===== src/rtl/tiny_dnn_pkg.sv =====
`default_nettype none
// +--------------------------------------------------------------------------+
// | tiny_dnn_pkg                                                             |
// | Shared types and constants for the tiny_dnn AXI4-Lite control master.    |
// | Revision: 1.0                                                            |
// +--------------------------------------------------------------------------+
package tiny_dnn_pkg;

    typedef enum logic [2:0] {
        IDLE = 3'd0,
        WR   = 3'd1,
        WB   = 3'd2,
        RA   = 3'd3,
        RD   = 3'd4,
        RSP  = 3'd5
    } axil_state_t;

    localparam logic [1:0] RESP_OKAY   = 2'b00;
    localparam logic [1:0] RESP_SLVERR = 2'b10;

    // States in which the master is waiting on the slave.
    function automatic logic is_busy(input axil_state_t s);
        return (s == WR) || (s == WB) || (s == RA) || (s == RD);
    endfunction

endpackage
`default_nettype wire


===== src/rtl/tiny_dnn_axil_master.sv =====
`default_nettype none
// +--------------------------------------------------------------------------+
// | tiny_dnn_axil_master                                                     |
// | One-deep command port to single AXI4-Lite read/write transactions.       |
// | Revision: 1.0                                                            |
// +--------------------------------------------------------------------------+
module tiny_dnn_axil_master
    import tiny_dnn_pkg::*;
#(
    parameter int ADDR_W = 32,
    parameter int TO_CYC = 1024
) (
    input  logic              M_AXI_ACLK,
    input  logic              M_AXI_ARESETN,

    input  logic              cmd_valid,
    output logic              cmd_ready,
    input  logic              cmd_write,
    input  logic [ADDR_W-1:0] cmd_addr,
    input  logic [31:0]       cmd_wdata,
    input  logic [3:0]        cmd_wstrb,

    output logic              rsp_valid,
    input  logic              rsp_ready,
    output logic              rsp_write,
    output logic [31:0]       rsp_rdata,
    output logic [1:0]        rsp_resp,

    output logic              timeout,

    output logic [ADDR_W-1:0] M_AXI_AWADDR,
    output logic [2:0]        M_AXI_AWPROT,
    output logic              M_AXI_AWVALID,
    input  logic              M_AXI_AWREADY,
    output logic [31:0]       M_AXI_WDATA,
    output logic [3:0]        M_AXI_WSTRB,
    output logic              M_AXI_WVALID,
    input  logic              M_AXI_WREADY,
    input  logic [1:0]        M_AXI_BRESP,
    input  logic              M_AXI_BVALID,
    output logic              M_AXI_BREADY,
    output logic [ADDR_W-1:0] M_AXI_ARADDR,
    output logic [2:0]        M_AXI_ARPROT,
    output logic              M_AXI_ARVALID,
    input  logic              M_AXI_ARREADY,
    input  logic [31:0]       M_AXI_RDATA,
    input  logic [1:0]        M_AXI_RRESP,
    input  logic              M_AXI_RVALID,
    output logic              M_AXI_RREADY
);

    axil_state_t       r_state;
    axil_state_t       w_state_nxt;

    logic              w_awvalid_nxt;
    logic              w_wvalid_nxt;
    logic              w_bready_nxt;
    logic              w_arvalid_nxt;
    logic              w_rready_nxt;
    logic [ADDR_W-1:0] w_awaddr_nxt;
    logic [ADDR_W-1:0] w_araddr_nxt;
    logic [31:0]       w_wdata_nxt;
    logic [3:0]        w_wstrb_nxt;
    logic              w_rsp_valid_nxt;
    logic              w_rsp_write_nxt;
    logic [31:0]       w_rsp_rdata_nxt;
    logic [1:0]        w_rsp_resp_nxt;
    logic              w_aw_done;
    logic              w_w_done;

    assign M_AXI_AWPROT = 3'b000;
    assign M_AXI_ARPROT = 3'b000;

    // A channel counts as done once its VALID has dropped or it handshakes now.
    assign w_aw_done = !M_AXI_AWVALID || M_AXI_AWREADY;
    assign w_w_done  = !M_AXI_WVALID  || M_AXI_WREADY;

    always_comb begin
        w_state_nxt     = r_state;
        w_awvalid_nxt   = M_AXI_AWVALID;
        w_wvalid_nxt    = M_AXI_WVALID;
        w_bready_nxt    = M_AXI_BREADY;
        w_arvalid_nxt   = M_AXI_ARVALID;
        w_rready_nxt    = M_AXI_RREADY;
        w_awaddr_nxt    = M_AXI_AWADDR;
        w_araddr_nxt    = M_AXI_ARADDR;
        w_wdata_nxt     = M_AXI_WDATA;
        w_wstrb_nxt     = M_AXI_WSTRB;
        w_rsp_valid_nxt = rsp_valid;
        w_rsp_write_nxt = rsp_write;
        w_rsp_rdata_nxt = rsp_rdata;
        w_rsp_resp_nxt  = rsp_resp;

        case (r_state)
            IDLE: begin
                if (cmd_valid && cmd_ready) begin
                    if (cmd_write) begin
                        w_state_nxt   = WR;
                        w_awvalid_nxt = 1'b1;
                        w_wvalid_nxt  = 1'b1;
                        w_awaddr_nxt  = cmd_addr;
                        w_wdata_nxt   = cmd_wdata;
                        w_wstrb_nxt   = cmd_wstrb;
                    end else begin
                        w_state_nxt   = RA;
                        w_arvalid_nxt = 1'b1;
                        w_araddr_nxt  = cmd_addr;
                    end
                end
            end
            WR: begin
                if (M_AXI_AWVALID && M_AXI_AWREADY) begin
                    w_awvalid_nxt = 1'b0;
                end
                if (M_AXI_WVALID && M_AXI_WREADY) begin
                    w_wvalid_nxt = 1'b0;
                end
                if (w_aw_done && w_w_done) begin
                    w_state_nxt  = WB;
                    w_bready_nxt = 1'b1;
                end
            end
            WB: begin
                if (M_AXI_BVALID) begin
                    w_state_nxt     = RSP;
                    w_bready_nxt    = 1'b0;
                    w_rsp_valid_nxt = 1'b1;
                    w_rsp_write_nxt = 1'b1;
                    w_rsp_rdata_nxt = 32'h0;
                    w_rsp_resp_nxt  = M_AXI_BRESP;
                end
            end
            RA: begin
                if (M_AXI_ARREADY) begin
                    w_state_nxt   = RD;
                    w_arvalid_nxt = 1'b0;
                    w_rready_nxt  = 1'b1;
                end
            end
            RD: begin
                if (M_AXI_RVALID) begin
                    w_state_nxt     = RSP;
                    w_rready_nxt    = 1'b0;
                    w_rsp_valid_nxt = 1'b1;
                    w_rsp_write_nxt = 1'b0;
                    w_rsp_rdata_nxt = M_AXI_RDATA;
                    w_rsp_resp_nxt  = M_AXI_RRESP;
                end
            end
            RSP: begin
                if (rsp_ready) begin
                    w_state_nxt     = IDLE;
                    w_rsp_valid_nxt = 1'b0;
                end
            end
            default: begin
                w_state_nxt = IDLE;
            end
        endcase
    end

    // cmd_ready is registered from the next state so it stays low during reset.
    always_ff @(posedge M_AXI_ACLK or negedge M_AXI_ARESETN) begin
        if (!M_AXI_ARESETN) begin
            r_state       <= IDLE;
            cmd_ready     <= 1'b0;
            M_AXI_AWVALID <= 1'b0;
            M_AXI_WVALID  <= 1'b0;
            M_AXI_BREADY  <= 1'b0;
            M_AXI_ARVALID <= 1'b0;
            M_AXI_RREADY  <= 1'b0;
            M_AXI_AWADDR  <= '0;
            M_AXI_ARADDR  <= '0;
            M_AXI_WDATA   <= 32'h0;
            M_AXI_WSTRB   <= 4'h0;
            rsp_valid     <= 1'b0;
            rsp_write     <= 1'b0;
            rsp_rdata     <= 32'h0;
            rsp_resp      <= RESP_OKAY;
        end else begin
            r_state       <= w_state_nxt;
            cmd_ready     <= (w_state_nxt == IDLE);
            M_AXI_AWVALID <= w_awvalid_nxt;
            M_AXI_WVALID  <= w_wvalid_nxt;
            M_AXI_BREADY  <= w_bready_nxt;
            M_AXI_ARVALID <= w_arvalid_nxt;
            M_AXI_RREADY  <= w_rready_nxt;
            M_AXI_AWADDR  <= w_awaddr_nxt;
            M_AXI_ARADDR  <= w_araddr_nxt;
            M_AXI_WDATA   <= w_wdata_nxt;
            M_AXI_WSTRB   <= w_wstrb_nxt;
            rsp_valid     <= w_rsp_valid_nxt;
            rsp_write     <= w_rsp_write_nxt;
            rsp_rdata     <= w_rsp_rdata_nxt;
            rsp_resp      <= w_rsp_resp_nxt;
        end
    end

    generate
        if (TO_CYC > 0) begin : g_timeout
            localparam int              CNT_W  = $clog2(TO_CYC + 1);
            localparam logic [CNT_W-1:0] TO_MAX = CNT_W'(TO_CYC);

            logic [CNT_W-1:0] r_to_cnt;

            // Saturating watchdog; only flags, never aborts the transaction.
            always_ff @(posedge M_AXI_ACLK or negedge M_AXI_ARESETN) begin
                if (!M_AXI_ARESETN) begin
                    r_to_cnt <= '0;
                    timeout  <= 1'b0;
                end else if ((r_state == IDLE) && (w_state_nxt != IDLE)) begin
                    r_to_cnt <= '0;
                end else if (is_busy(r_state) && (r_to_cnt != TO_MAX)) begin
                    r_to_cnt <= r_to_cnt + CNT_W'(1);
                    if (r_to_cnt == (TO_MAX - CNT_W'(1))) begin
                        timeout <= 1'b1;
                    end
                end
            end
        end else begin : g_no_timeout
            assign timeout = 1'b0;
        end
    endgenerate

endmodule
`default_nettype wire


===== config.mk =====
export PLATFORM = sky130hd
export DESIGN_NAME = tiny_dnn_axil_master
export DESIGN_NICKNAME = d
export VERILOG_FILES = /design/src/rtl/tiny_dnn_pkg.sv /design/src/rtl/tiny_dnn_axil_master.sv
export SDC_FILE = /design/constraint.sdc
export NUM_CORES = 1
export LEC_CHECK = 0
export CORE_MARGIN = 1
export CORE_UTILIZATION = 46
export CTS_CLUSTER_DIAMETER = 150
export DETAILED_ROUTE_END_ITERATION = 6
export PLACE_DENSITY = 0.88
export SYNTH_ARGS = -nofsm -noshare
export SYNTH_HDL_FRONTEND = slang
export SYNTH_SLANG_ARGS = --single-unit

===== constraint.sdc =====
create_clock -name M_AXI_ACLK -period 3.5 [get_ports M_AXI_ACLK]
set_clock_uncertainty 0.05 [all_clocks]
set_input_delay 1.05 -clock M_AXI_ACLK [delete_from_list [all_inputs] [get_ports M_AXI_ACLK]]
set_output_delay 1.05 -clock M_AXI_ACLK [all_outputs]
set_load 0.05 [all_outputs]

==> impl_metrics.toml, run 1 <==
[run_status]
outcome = "finished, final reports clean"

[logic_synthesis]
syn_area_per_cell_um2 = 12.8
synth_cell_types = 42
synth.cell_area_um2 = 6360
synth_flop_cell = "dfrtp_1"
async_flop_share_pct = 100
synth_commonest_cells = "157 x dfrtp_1, 88 x mux2_2, 84 x nand2_1"
netlist_instances = 497
ys_warn_count = 0
yosysMostFrequentCell = "dfrtp_1"
synth_edf_count = 0
synth_area_leader_cell = "dfrtp_1"
synth_seq_area_share_pct = 61.7
synth_top_area_share_pct = 61.7
ys_top_cells_by_area = "dfrtp_1 62%, mux2_2 16%, nand2_1 5.0%"
synth-seq-cells = 157

[timing]
drv_slew = 0
setup_violations = 0
fin_crit_ns = 2.77
hold_viol = 0
tns_ns = 0
fin_crit_sh_pct = 79.1
tightest_slew_ns = 0.960
grt_setup_unrepaired = "no"
fmaxAchievable_ghz = 0.361
maxSlewHeadroom_pct = 35.9

[pwr]
seq_power_share_pct = 28.6
intPower_uw = 6020
p_leak_uw = 0.00411
p_clk_share_pct = 16.7
p_switching_uw = 5310
combPwrFrac_pct = 54.8
swShare_pct = 46.9
ir_drop_mv = 0.712
power_density_nw_per_um2 = 1170

[worst_setup_path]
cp-start-kind = "flip-flop"
crit_fanout = 3
crit_path_top_delay_cell = "clkdlybuf4s50_1"
crit_type = "flip-flop to output port"
rrSetupSlack_ns = 1.17
worst_path_largest_cell_delay_ns = 0.87
critPathBufInv = 1
path_cells = "clkdlybuf4s50_1"
critPathRequiredTime_ns = 2.40
endpoint_kind = "output port"
cp.arrival_ns = 1.67
crit_family = "buffers and inverters"

[finish]
fin_util_pct = 72.2
stdcell_area_um2 = 9640
nNetsFinal = 868
syn_to_final_growth_pct = 51.5
fillers = 877
drive_above_1_share_pct = 17.3
diodes = 0

[place]
port_buffers = 256
hpwl_mm = 11.5
gp_congestion = 0.810
placed_area_um2 = 9030

[clocking]
clk_pin_slew_ns = 0.06
clockBufferDepth = 2
cts_sinks = 157
root_buffer = "clkbuf_16"
cts_setup_buffers = 0
clk_latency_ns = 0.42
htreeDepth = 4
cts_made_buffers = 17
cts_tree = "built"
cts.repair.resized = 0
hold_buffers = 0

[routing]
viasPerCell = 5.03
drcViolationCount = 0
routedWlPerCell_um = 17.2
ant_nets = 0
drtPass1Iterations = 4
routed_wl_mm = 16.2
vias = 4730
drtIter0Drc = 145

[die]
die-width_um = 120
die_h_um = 120
core_area_um2 = 13300
die_area_um2 = 14300
ioPinCount = 263
rows = 42
initial_utilization_pct = 47.7

[grt]
grt_pass1_vias = 5151
grt_pass1_wl_mm = 25.8
overflow = 0
grt_max_degree = 78
track_usage_pct = 23.6
antenna_found_initial = 0

[min_path]
hp-class = "flip-flop to flip-flop"

[flow_run]
cap_viol_max_count = 0
[per-layer routing]
metal	track usage [%]	vias up	share of wire (%)
li1	-	2211	-
met1	25.1	2288	36
met2	41.1	189	53
met3	8.27	42	7.8
met4	12.5	0	3.6
met5	0	-	0
[power groups by stage]
stage	clock network, uW	registers (uW)	logic, uW
2_1_floorplan	0	6020	1240
3_3_place_gp	0	3180	6100
3_5_place_dp	0	3260	6220
4_1_cts	1920	3240	6250
5_1_grt	2000	3340	6470
6_report	1890	3230	6200
[kinds of logic (layout without fill, tap and decap cells)]
kind of cell             Yosys count  after routing  share of synthesized area (%)
other                              1              6                         0.0589
multiplexers                     108            108                           19.0
XOR/XNOR                           1              1                          0.138
adder cells (fa/ha/maj)            2              2                          0.393
AND/OR/NAND/NOR                  129            129                           9.36
buffers and inverters             38            300                           3.83
AO/OA/AOI/OAI                     61             61                           5.51
flip-flops                       157            157                           61.7
[final timing paths]
check / from / endpoint / depth (start not counted)
min in group asynchronous: M_AXI_ARESETN / M_AXI_WDATA[16] / 1
min: rsp_rdata[4] / rsp_rdata[4] / 2
max reg2reg: r_state[1] / rsp_rdata[10] / 5
max: M_AXI_WVALID / M_AXI_WVALID / 1
max in group asynchronous: M_AXI_ARESETN / M_AXI_ARVALID / 2
min reg2reg: rsp_rdata[4] / rsp_rdata[4] / 2
[stage by stage]
stage / cells / setup slack (ns) / total power [uW] / hold WS, ns
final: 940 / 0.733 / 11300 / 0.427
after global routing: 940 / 0.692 / 11800 / 0.451
after CTS: 940 / 0.692 / 11400 / 0.434
after detailed placement: 909 / 0.633 / 9470 / 0.417
after global placement: 909 / 0.672 / 9280 / 0.408
after floorplan: 502 / 1.22 / 7260 / 0.421
[worst register-to-register path, stage by stage, from the launching register on]
cell	delay, ns
dfrtp_1	0.54
nand2b_1	0.29
nor2_2	0.77
buf_4	0.32
nand2_1	0.08
o21ai_0	0.19
[cells in the final DEF, fill, tap and decap left out, types with 3 or more instances in the layout]
master	count
nand4_1	4
buf_12	3
mux2_1	13
clkbuf_16	17
clkbuf_8	3
a21oi_1	6
nor3_1	4
mux2_2	88
nand2_1	84
buf_4	3
nor4_1	3
clkdlybuf4s50_1	255
conb_1	6
or2_2	3
nand3_1	8
nor2_1	8
dfrtp_1	157
bufinv_16	3
o21ai_0	39
inv_1	7
mux2i_1	7
clkinvlp_4	4
[cell type report]
type,instances,area (um2),share of cell area (%)
Timing Repair Buffer,262,2650,27.4
Multi-Input combinational cell,307,2210,22.9
Tap cell,176,220,2.28
Inverter,7,26.3,0.272
Clock inverter,10,139,1.44
Sequential cell,157,3930,40.7
Clock buffer,21,470,4.88
[flip-flops by register name (all words and copies together) (netlist names)]
register            cells
M_AXI_ARADDR           32
M_AXI_AWADDR           32
M_AXI_WDATA            32
rsp_rdata              32
g_timeout.r_to_cnt     11
M_AXI_WSTRB             4
r_state                 3
rsp_resp                2
M_AXI_ARVALID           1
M_AXI_AWVALID           1
M_AXI_BREADY            1
M_AXI_RREADY            1
M_AXI_WVALID            1
cmd_ready               1
rsp_valid               1
rsp_write               1
timeout                 1
No activity file was read; power rests on OpenSTA's default activity.
==> run 2, diff against run 1 <==
CORE_UTILIZATION = 39   (was 46)
PLACE_DENSITY = 0.8   (was 0.88)
clock period = 2.4 ns   (was 3.5 ns; I/O delays follow)
==> run 2 against run 1 <==
Compared with the run above:
- wire length increased by 0.43%
- worst setup slack got worse by 0.72 ns
- clock power increased by 52%
- critical endpoint is now M_AXI_AWADDR[29]
==> impl_metrics.toml, run 2 (same netlist as run 1, synthesis figures left out) <==
[worst_setup_path]
cp.arrival_ns = 1.62
cp-start-kind = "flip-flop"
critPathRequiredTime_ns = 1.63
crit_fanout = 2
crit_family = "buffers and inverters"
path_cells = "clkdlybuf4s50_1"
crit_path_top_delay_cell = "clkdlybuf4s50_1"
r2r_start = "r_state[0]"
endpoint_kind = "output port"
cp-startpoint = "M_AXI_AWADDR[29]"
crit_type = "flip-flop to output port"
critPathBufInv = 1
worst_path_largest_cell_delay_ns = 0.83

[pwr]
finalPower_uw = 16600
seq_power_share_pct = 27.8
swShare_pct = 46.9
ir_drop_mv = 0.897
intPower_uw = 8800
combPwrFrac_pct = 54.8
p_clk_share_pct = 17.4
p_switching_uw = 7770
power_density_nw_per_um2 = 1660
p_leak_uw = 0.00511

[routing]
routedWlPerCell_um = 16.4
viasPerCell = 4.85
ant_nets = 0
drtPass1Iterations = 4
routed_wl_mm = 16.3
vias = 4802
drtIter0Drc = 222
drcViolationCount = 0

[timing]
fin_crit_sh_pct = 99.5
fin_crit_ns = 2.39
setup_violations = 0
drv_slew = 0
maxSlewHeadroom_pct = 62.1
tns_ns = 0
fmaxAchievable_ghz = 0.419
worst_slack_ns = 0.0131
tightest_slew_ns = 0.568
hold_viol = 0

[grt]
grt_pass1_vias = 4955
overflow = 0
grt_pass1_wl_mm = 25.0
met3_usage_pct = 7.09
busiest_layer = "met2"
antenna_found_initial = 0
track_usage_pct = 19.5
grt_max_degree = 70
met2_usage_pct = 33.8
use_met1_pct = 21.7

[clocking]
cts_sinks = 157
clk_pin_slew_ns = 0.06
root_buffer = "clkbuf_16"
htreeDepth = 4
clk_latency_ns = 0.42
cts_tree = "built"
cts_setup_buffers = 0
cts_made_buffers = 17
hold_buffers = 0
clockBufferDepth = 2

[finish]
drive_above_1_share_pct = 19.4
diodes = 0
final_common_cell = "clkdlybuf4s50_1"
syn_to_final_growth_pct = 57.0
multiInputGateArea_um2 = 2210
nNetsFinal = 878
fillers = 1228
layout_common_cells = "170 x clkdlybuf4s50_1, 157 x dfrtp_1, 88 x mux2_2"
regArea_um2 = 3930

[place]
gp_congestion = 0.818
hpwl_mm = 11.8
port_buffers = 256
dpl_worst_slack_ns = -0.122

[run_status]
outcome = "finished, final reports clean"

[die]
rows = 46
die_area_um2 = 16800
ioPinCount = 263
initial_utilization_pct = 40.1
core_area_um2 = 15900
die_h_um = 130
die-width_um = 130

[min_path]
hp-class = "input port to asynchronous set/reset pin"

[flow_run]
cap_viol_max_count = 0
[run 2: changes by cell type in the layout (fill, tap and decap cells not counted), sizes merged]
| cell | delta |
|---|---|
| buf | +16 |
| bufinv | +1 |
| clkbuf | -2 |
| clkdlybuf4s50 | -85 |
| clkinvlp | -1 |
| dlygate4sd2 | +9 |
| dlymetal6s2s | +70 |
| inv | +3 |
[run 2: per-stage QoR]
step	std cells	instance area [um2]	hold slack [ns]	utilization (%)
4_1_cts	991	9810	0.149	61.8
3_5_place_dp	959	9200	0.420	57.9
6_report	991	9990	0.158	62.9
5_1_grt	991	9990	0.167	62.9
2_1_floorplan	502	6380	0.374	-
3_3_place_gp	959	9200	0.407	57.9
[run 2: final timing paths]
path	cells after the start	slack, ns	endpoint
max	1	0.01	M_AXI_AWADDR[29]
min	1	0.16	M_AXI_WDATA[12]
max reg2reg	5	0.41	g_timeout.r_to_cnt[9]
min reg2reg	2	0.43	rsp_rdata[30]
max in group asynchronous	2	1.50	g_timeout.r_to_cnt[9]
min in group M_AXI_ACLK	2	0.43	rsp_rdata[30]
[run 2: power by group through the flow]
stage | logic [uW] | registers [uW] | clock network (uW)
global placement | 9070 | 4600 | 0
global route | 9480 | 4760 | 3060
CTS | 9190 | 4630 | 2940
finish | 9080 | 4610 | 2880
floorplan | 1810 | 8770 | 0
detailed placement | 9220 | 4670 | 0
[run 2: routing by layer]
layer / vias to the layer above / routed length [um]
met5: - / 0
met2: 168 / 8580
li1: 2245 / -
met1: 2367 / 6160
met4: 0 / 324
met3: 22 / 1200
[run 2: area by class of cell]
class,count,share of cell area [%]
clock buffers,19,4.43
clock inverters,13,1.88
inverters,7,0.263
multi-input cells,307,22.2
flip-flops and latches,157,39.3
well taps,216,2.71
repair buffers,272,29.2
[run 2: what timing repair did]
item	4_1_cts	5_1_grt
endpoints found under the hold margin	0	0
resized for setup	9	70
setup endpoints to repair	9	70
==> run 3, diff against run 2 <==
CTS_CLUSTER_DIAMETER = not set   (was 150)
REMOVE_ABC_BUFFERS = 1   (was not set)
==> run 3 against run 2 <==
Compared with the run above:
- die area stayed put
- hold slack better by 0.018 ns
- worst setup slack better by 0.021 ns
- critical path type unchanged
- critical endpoint is now M_AXI_WDATA[27]
- highest routed layer unchanged
==> impl_metrics.toml, run 3 (same netlist as run 1, synthesis figures left out) <==
[run_status]
outcome = "finished, final reports clean"

[finish]
nNetsFinal = 878
fillers = 1288
drive_above_1_share_pct = 19.2
diodes = 0
final_common_cell = "clkdlybuf4s50_1"
layout_common_cells = "202 x clkdlybuf4s50_1, 157 x dfrtp_1, 88 x mux2_2"
finalNonFillerCells = 991
syn_to_final_growth_pct = 54.4

[timing]
fin_crit_sh_pct = 98.6
hold_viol = 0
setup_violations = 0
fmaxAchievable_ghz = 0.423
drv_slew = 0
fin_crit_ns = 2.37
maxSlewHeadroom_pct = 63.7
tightest_slew_ns = 0.543

[worst_setup_path]
worstRegToRegCells = 4
cp.arrival_ns = 1.60
reg2reg_to = "M_AXI_ARADDR[13]"
crit_fanout = 2
rrSetupSlack_ns = 0.42
crit_family = "buffers and inverters"
crit_type = "flip-flop to output port"
critPathRequiredTime_ns = 1.63
worst_path_largest_cell_delay_ns = 0.82
critPathBufInv = 1
r2r_start = "r_state[2]"
crit_path_top_delay_cell = "clkdlybuf4s50_1"
endpoint_kind = "output port"
path_cells = "clkdlybuf4s50_1"
cp-start-kind = "flip-flop"

[place]
gp_congestion = 0.842
port_buffers = 256
hpwl_mm = 11.9
dp.cells = 959

[grt]
grt_max_degree = 70
grt_pass1_wl_mm = 25.5
antenna_found_initial = 1
grt_pass1_vias = 5043
overflow = 0
track_usage_pct = 19.9

[pwr]
p_leak_uw = 0.00471
finalPower_uw = 16200
power_density_nw_per_um2 = 1650
ir_drop_mv = 0.917

[die]
die_h_um = 130
initial_utilization_pct = 40.1
die_area_um2 = 16800
ioPinCount = 263
rows = 46
core_area_um2 = 15900
die-width_um = 130

[routing]
ant_nets = 0
routed_wl_mm = 16.1
drtIter0Drc = 179
routedWlPerCell_um = 16.2
drtPass1Iterations = 4
drcViolationCount = 0
viasPerCell = 4.82
vias = 4779

[clocking]
clk_pin_slew_ns = 0.06
cts_made_buffers = 17
hold_buffers = 0
cts_tree = "built"
cts_setup_buffers = 0
clk_latency_ns = 0.41
htreeDepth = 4
root_buffer = "clkbuf_16"
clockBufferDepth = 2
cts_sinks = 157

[min_path]
hp-class = "input port to asynchronous set/reset pin"

[flow_run]
cap_viol_max_count = 0
run 3: cell count changes in the layout (fill, tap and decap cells not counted), sizes merged:
cell           delta
clkdlybuf4s50    +32
dlymetal6s2s     -27
clkinv            +5
bufinv            -4
dlygate4sd2       -4
clkbuf            +2
inv               -2
buf               -1
clkinvlp          -1
run 3: layer usage:
layer  GRT usage [%]  routed length, um  vias up
li1                -                  -     2247
met1            22.1               6060     2340
met2            34.9               8520      156
met3            5.82                912       36
met4            9.78                562        0
met5               0                  0        -
run 3: where the power goes:
part | switching (uW) | internal [uW]
clock | 1030 | 1390
combinational | 5970 | 3160
sequential | 701 | 3910
run 3: area by class of cell:
type,count,area [um2],share of cell area [%]
multi-input combinational,307,2210,22.5
inverter,7,26.3,0.267
clock buffer,21,470,4.79
clock inverter,11,67.6,0.688
tap,216,270,2.75
sequential,157,3930,40.0
timing repair buffer,272,2850,29.0
run 3: timing repair:
| action | in CTS | in global routing |
|---|---|---|
| endpoints found under the setup margin | 5 | 43 |
| gates resized for setup | 5 | 43 |
| endpoints found under the hold margin | 0 | 0 |
| gates cloned | 0 | 0 |
run 3: per-stage QoR:
stage	setup TNS, ns	hold WS (ns)	util (%)	area [um2]	worst slack [ns]
2_1_floorplan	-3.50	0.374	-	6160	-0.111
3_3_place_gp	0	0.411	57.8	9190	0.000889
3_5_place_dp	-0.176	0.410	57.8	9190	-0.0322
4_1_cts	0	0.186	61.2	9720	0.00111
5_1_grt	-0.00564	0.198	61.8	9820	-0.00564
6_report	0	0.176	61.8	9820	0.0339
run 3: worst max path at each step:
| stage | from | endpoint | slack [ns] | depth (start not counted) |
|---|---|---|---|---|
| finish | M_AXI_WDATA[27] | M_AXI_WDATA[27] | 0.03 | 1 |
| global placement | cmd_valid | M_AXI_WDATA[31] | 0.0009 | 7 |
| floorplan | r_state[2] | M_AXI_ARADDR[0] | -0.11 | 3 |
| global route | M_AXI_ARADDR[20] | M_AXI_ARADDR[20] | -0.006 | 1 |
| detailed placement | cmd_valid | M_AXI_WDATA[17] | -0.03 | 7 |
| CTS | M_AXI_ARADDR[16] | M_AXI_ARADDR[16] | 0.001 | 1 |
